## config.mk

```make
export PLATFORM = sky130hd
export DESIGN_NAME = edge_event_arbiter_flat
export DESIGN_NICKNAME = d
export VERILOG_FILES = /design/src/rtl/edge_event_arbiter_if.sv /design/src/rtl/edge_event_arbiter.sv /design/src/flat_wrapper.sv
export SDC_FILE = /design/constraint.sdc
export NUM_CORES = 1
export LEC_CHECK = 0
export ABC_AREA = 1
export BUFFER_PORTS_ARGS = -buffer_cell sky130_fd_sc_hd__buf_4
export CORE_MARGIN = 5
export CORE_UTILIZATION = 50
export CTS_CLUSTER_DIAMETER = 100
export DETAILED_ROUTE_END_ITERATION = 10
export PLACE_DENSITY = 0.7
export SYNTH_ARGS = -nofsm -noshare
export SYNTH_HDL_FRONTEND = slang
export SYNTH_SLANG_ARGS = --single-unit
```

## constraint.sdc

```tcl
create_clock -name clk -period 6.2 [get_ports clk]
set_input_delay 0 -clock clk [delete_from_list [all_inputs] [get_ports clk]]
set_output_delay 0 -clock clk [all_outputs]
set_load 0.1 [all_outputs]
```

## src/rtl/edge_event_arbiter_if.sv

```systemverilog
// Shared event port of edge_event_arbiter: one registered event per transfer.
// With EDGE_ARB_TIMESTAMP_EN defined the port also carries the capture timestamp.
interface edge_event_arbiter_if #(
  parameter int N_CH = 4,
  parameter int CH_W = $clog2(N_CH)
`ifdef EDGE_ARB_TIMESTAMP_EN
  , parameter int TS_W = 16
`endif
);
  // valid/ready: the master raises evt_valid with a stable payload and keeps
  // evt_ch/evt_is_rise/evt_ts unchanged until the edge where evt_valid &
  // evt_ready is seen; that edge transfers exactly one event.
  // evt_ready may be asserted at any time without waiting for evt_valid.
  logic            evt_valid;
  logic            evt_ready;
  logic [CH_W-1:0] evt_ch;
  logic            evt_is_rise;
`ifdef EDGE_ARB_TIMESTAMP_EN
  logic [TS_W-1:0] evt_ts;
`endif

  modport master (
    output evt_valid,
    output evt_ch,
    output evt_is_rise,
`ifdef EDGE_ARB_TIMESTAMP_EN
    output evt_ts,
`endif
    input  evt_ready
  );

  modport slave (
    input  evt_valid,
    input  evt_ch,
    input  evt_is_rise,
`ifdef EDGE_ARB_TIMESTAMP_EN
    input  evt_ts,
`endif
    output evt_ready
  );
endinterface

```

## src/rtl/edge_event_arbiter.sv

```systemverilog
// Queues one rise and one fall event per channel and serialises them round-robin
// onto a registered valid/ready port. Optional timestamps: EDGE_ARB_TIMESTAMP_EN.
module edge_event_arbiter #(
  parameter int N_CH = 4,
  parameter int CH_W = $clog2(N_CH)
`ifdef EDGE_ARB_TIMESTAMP_EN
  , parameter int TS_W = 16
`endif
) (
  input  logic                  clk,
  input  logic                  rst,
  input  logic [N_CH-1:0]       rise_pulse,
  input  logic [N_CH-1:0]       fall_pulse,
  input  logic [N_CH-1:0]       ovf_clr,
  output logic [N_CH-1:0]       ovf,
  output logic                  fsm_state,
  edge_event_arbiter_if.master  evt
);

  typedef enum logic {EMPTY = 1'b0, FULL = 1'b1} state_t;

  state_t            state, state_n;
  logic [N_CH-1:0]   pend_r, pend_f, fall_first;
  logic [N_CH-1:0]   pend_any, older_rise, sel;
  logic [N_CH-1:0]   r_kept, f_kept, ovf_set;
  logic [CH_W-1:0]   ptr, win, idx;
  logic              found, load;
  logic [CH_W-1:0]   ch_r;
  logic              is_rise_r;

  assign pend_any   = pend_r | pend_f;
  // fall_first only matters while both bits are pending
  assign older_rise = pend_r & (~pend_f | ~fall_first);

  // Round-robin search starting just after the last granted channel.
  always_comb begin
    found = 1'b0;
    win   = '0;
    idx   = ptr;
    for (int k = 0; k < N_CH; k++) begin
      idx = (idx == CH_W'(N_CH - 1)) ? '0 : idx + CH_W'(1);
      if (!found && pend_any[idx]) begin
        found = 1'b1;
        win   = idx;
      end
    end
  end

  assign load = ((state == EMPTY) || evt.evt_ready) && found;
  assign sel  = load ? (N_CH'(1) << win) : '0;

  // A bit consumed this cycle may be re-armed by a pulse in the same cycle.
  assign r_kept  = pend_r & ~(sel & older_rise);
  assign f_kept  = pend_f & ~(sel & ~older_rise);
  assign ovf_set = (rise_pulse & r_kept) | (fall_pulse & f_kept);

  always_comb begin
    state_n = state;
    if (load)
      state_n = FULL;
    else if ((state == FULL) && evt.evt_ready)
      state_n = EMPTY;
  end

  always_ff @(posedge clk or posedge rst) begin
    if (rst) state <= EMPTY;
    else     state <= state_n;
  end

  always_ff @(posedge clk or posedge rst) begin
    if (rst) begin
      pend_r     <= '0;
      pend_f     <= '0;
      fall_first <= '0;
      ovf        <= '0;
      ptr        <= CH_W'(N_CH - 1);
      ch_r       <= '0;
      is_rise_r  <= 1'b0;
    end else begin
      pend_r <= r_kept | rise_pulse;
      pend_f <= f_kept | fall_pulse;
      // Simultaneous rise+fall into an empty channel leaves rise older.
      fall_first <= (r_kept & f_kept & fall_first) |
                    (~(r_kept & f_kept) & f_kept & rise_pulse);
      ovf <= (ovf & ~ovf_clr) | ovf_set;
      if (load) begin
        ptr       <= win;
        ch_r      <= win;
        is_rise_r <= older_rise[win];
      end
    end
  end

`ifdef EDGE_ARB_TIMESTAMP_EN
  logic [TS_W-1:0] ts_cnt, ts_out;
  logic [TS_W-1:0] ts_r [N_CH];
  logic [TS_W-1:0] ts_f [N_CH];

  // Timestamps are written only when their pend bit is newly armed.
  always_ff @(posedge clk or posedge rst) begin
    if (rst) begin
      ts_cnt <= '0;
      ts_out <= '0;
      for (int i = 0; i < N_CH; i++) begin
        ts_r[i] <= '0;
        ts_f[i] <= '0;
      end
    end else begin
      ts_cnt <= ts_cnt + TS_W'(1);
      for (int i = 0; i < N_CH; i++) begin
        if (rise_pulse[i] && !r_kept[i]) ts_r[i] <= ts_cnt;
        if (fall_pulse[i] && !f_kept[i]) ts_f[i] <= ts_cnt;
      end
      if (load) ts_out <= older_rise[win] ? ts_r[win] : ts_f[win];
    end
  end

  assign evt.evt_ts = ts_out;
`endif

  assign evt.evt_valid   = (state == FULL);
  assign evt.evt_ch      = ch_r;
  assign evt.evt_is_rise = is_rise_r;
  assign fsm_state       = (state == FULL);

endmodule

```

## src/flat_wrapper.sv

```systemverilog
// flat-port wrapper written by rule: the top's interface ports become plain ports
module edge_event_arbiter_flat 
#(
  parameter int N_CH = 4,
  parameter int CH_W = $clog2(N_CH)

)
  (clk, rst, rise_pulse, fall_pulse, ovf_clr, ovf, fsm_state, evt_evt_valid, evt_evt_ch, evt_evt_is_rise, evt_evt_ready);
  edge_event_arbiter_if #(.N_CH(N_CH), .CH_W(CH_W)) evt_i ();
  input  logic clk;
  input  logic rst;
  input  logic [N_CH-1:0] rise_pulse;
  input  logic [N_CH-1:0] fall_pulse;
  input  logic [N_CH-1:0] ovf_clr;
  output logic [N_CH-1:0] ovf;
  output logic fsm_state;
  output wire logic [$bits(evt_i.evt_valid)-1:0] evt_evt_valid;
  output wire logic [$bits(evt_i.evt_ch)-1:0] evt_evt_ch;
  output wire logic [$bits(evt_i.evt_is_rise)-1:0] evt_evt_is_rise;
  input wire logic [$bits(evt_i.evt_ready)-1:0] evt_evt_ready;
  assign evt_evt_valid = evt_i.evt_valid;
  assign evt_evt_ch = evt_i.evt_ch;
  assign evt_evt_is_rise = evt_i.evt_is_rise;
  assign evt_i.evt_ready = evt_evt_ready;
  edge_event_arbiter #(.N_CH(N_CH), .CH_W(CH_W)) u_core (.clk(clk), .rst(rst), .rise_pulse(rise_pulse), .fall_pulse(fall_pulse), .ovf_clr(ovf_clr), .ovf(ovf), .fsm_state(fsm_state), .evt(evt_i));
endmodule
```

==> flow_metrics.py <==
metrics = {
    "clock_tree": {
        "clk_latency_ns": 0.30,
        "clkTransAtPathRegs_ns": 0.11,
        "clock_path_buffers": 2,
        "root_buffer": "clkbuf_4",
        "cts_setup_buffers": 0,
        "htreeDepth": 1,
        "cts_tree": "yes",
        "cts.sink_count": 22,
        "numCtsBuffers": 3,
    },
    "sta": {
        "finalMaxSlewViolations": 0,
        "tightest_slew_ns": 0.779,
        "finalSetupViolations": 0,
        "timing.final.crit_share": 0.460,
        "rsz0062_at_grt": "no",
        "fmax_mhz": 351,
        "min_period_ns": 2.85,
        "fin_worst_skew_ns": 0.00302,
        "final.setup.tns_ns": 0,
        "whs_ns": 0.386,
        "slew_headroom": 0.480,
        "finalHoldViolCount": 0,
    },
    "synth": {
        "yosysSeqAreaShare": 0.373,
        "synth_edf_count": 0,
        "syn_inst": 206,
        "synth_warnings": 0,
        "async_reset_ff_frac": 1.00,
        "syn_nets": 222,
        "ys_seq_elements": 22,
        "synth_area_per_cell_um2": 7.20,
        "ys_types": 26,
        "yosys_most_used_dff": "dfrtp_1",
        "synth_area_mm2": 0.00148,
    },
    "routing": {
        "wl_um": 3450,
        "vias": 1450,
        "drc": 0,
        "drtIter0Drc": 98,
        "wl_per_cell_um": 12.5,
        "dr.pass1.iters": 4,
        "postRouteAntennaNets": 0,
        "viasPerCell": 5.25,
    },
    "floorplanning": {
        "placeableCoreArea_mm2": 0.00281,
        "start_util": 0.529,
        "fp.dieW_um": 64.5,
        "die-height_um": 64.5,
        "die_area_mm2": 0.00416,
        "row_count": 19,
        "io_pins": 24,
    },
    "finish": {
        "fill_cells": 244,
        "area_delta_synth_final_pct": 24.8,
        "fin_nets": 262,
        "drive_gt1_frac": 0.253,
        "diodes": 0,
        "fin_cells": 276,
    },
    "run": {
        "maxCapViolCount": 0,
    },
    "global_route": {
        "grt_pass1_vias": 1448,
        "grt_max_degree": 23,
        "grt_pass1_wl_um": 6090,
        "track_usage": 0.186,
        "antenna_found_initial": 0,
        "overflow": 0,
    },
    "setup_path": {
        "slowest_stage": "dfstp_2",
        "cp.arrival_ns": 3.09,
        "worstPathRequired_ns": 6.44,
        "path_max_fanout": 7,
        "critPathKind": "reg -> reg",
        "path_cells": "ha_1, inv_2, nand2_1, nand2_2, nand2_1, nand2_2, nand3_2, o22ai_4, nor2_2, nand3_1, nand2_1, inv_2, nand2_1, nand3_1, dlygate4sd3_1",
        "worst_setup_path_end_kind": "flip-flop",
        "start_kind": "flip-flop",
        "slowest_delay_ns": 0.57,
        "cp_common_cell": "nand2_1",
    },
    "worst_hold_path": {
        "hp-class": "in -> async",
    },
    "placement": {
        "portBuffers": 23,
        "place_inst": 257,
        "place_congestion": 0.930,
        "dp_hpwl_um": 2630,
    },
    "run_status": {
        "outcome": "finished, final reports clean",
    },
}
[layout make-up]
type,count,area [µm²],share of cell area
multi-input combinational,153,796,0.430
sequential,22,553,0.299
timing repair buffer,38,323,0.174
inverter,28,105,0.0568
tap,31,38.8,0.0209
clock buffer,4,36.3,0.0196
[synth_stat cells, types with 3 or more instances]
cell type / count / share of area
or2_1: 4 / 0.017
inv_1: 25 / 0.063
dfrtp_1: 20 / 0.34
nand4_1: 5 / 0.021
nand2_1: 64 / 0.16
inv_2: 3 / 0.0076
nand3_1: 21 / 0.071
nor2_1: 19 / 0.048
a21oi_1: 6 / 0.020
nor2_2: 5 / 0.021
nand2_2: 12 / 0.051
nand3_2: 3 / 0.020
[metal layers]
metal | up-vias | global-route usage | wire [µm]
met5 | - | 0 | 0
met4 | 0 | 0.108 | 124
met3 | 16 | 0.0276 | 146
met2 | 44 | 0.336 | 1730
met1 | 659 | 0.207 | 1440
li1 | 731 | - | -
[per-stage QoR]
stage	utilization	setup slack [ns]	cell area, µm²
floorplan	-	4.07	1480
global placement	0.594	3.81	1670
detailed placement	0.594	3.79	1670
CTS	0.660	3.36	1850
global route	0.660	3.10	1850
finish	0.660	3.35	1850
[cell usage in the layout (no fill, tap or decap), drive strengths merged, types with 2 or more instances in the layout]
master,netlist,layout
a21oi,7,7
buf,3,23
clkbuf,0,4
dfrtp,20,20
dfstp,2,2
dlygate4sd3,0,15
inv,28,28
nand2,78,78
nand3,24,24
nand4,7,7
nor2,26,26
o21ai,3,3
or2,4,4
[worst paths after layout]
check | endpoint | slack [ns] | cells after the start | from
min in group clk | u_core.pend_f[0] | 0.44 | 3 | fall_pulse[0]
worst min-delay path | u_core.pend_r[2] | 0.39 | 3 | rst
worst max register to register | u_core.ovf[1] | 3.35 | 15 | u_core.ptr[0]
worst min register to register | u_core.ptr[1] | 0.48 | 2 | u_core.ptr[1]
worst max-delay path | u_core.ovf[1] | 3.35 | 15 | u_core.ptr[0]
max in group asynchronous | u_core.pend_f[1] | 5.33 | 3 | rst
[flip-flops by register name (all words and copies together) (netlist names)]
register                cells
u_core.evt.evt_ch           2
u_core.pend_r               4
u_core.ptr                  2
u_core.fall_first           4
u_core.ovf                  4
u_core.pend_f               4
u_core.evt.evt_valid        1
u_core.evt.evt_is_rise      1
[cell families (layout without fill, tap and decap cells)]
logic type      Yosys count  count (layout)  synth area share
compound gates           13              13            0.0700
buf+inv                  31              70            0.0911
fa+ha+maj                 1               1           0.00843
flops                    22              22             0.373
simple gates            139             139             0.458
[critical path: cells and delay by family, from the launching register on]
| family | cells | cell delay, ns |
|---|---|---|
| simple gates | 10 | 0.90 |
| fa+ha+maj | 1 | 0.31 |
| flops | 1 | 0.57 |
| buf+inv | 3 | 0.77 |
| compound gates | 1 | 0.23 |
[repair_timing]
action	CTS	global route
gates resized for setup	0	0
endpoints found under the hold margin	33	0
hold buffers	15	0
Power is not shown: default switching activity piles up to over one toggle a cycle in this logic, so the estimate is an artifact.
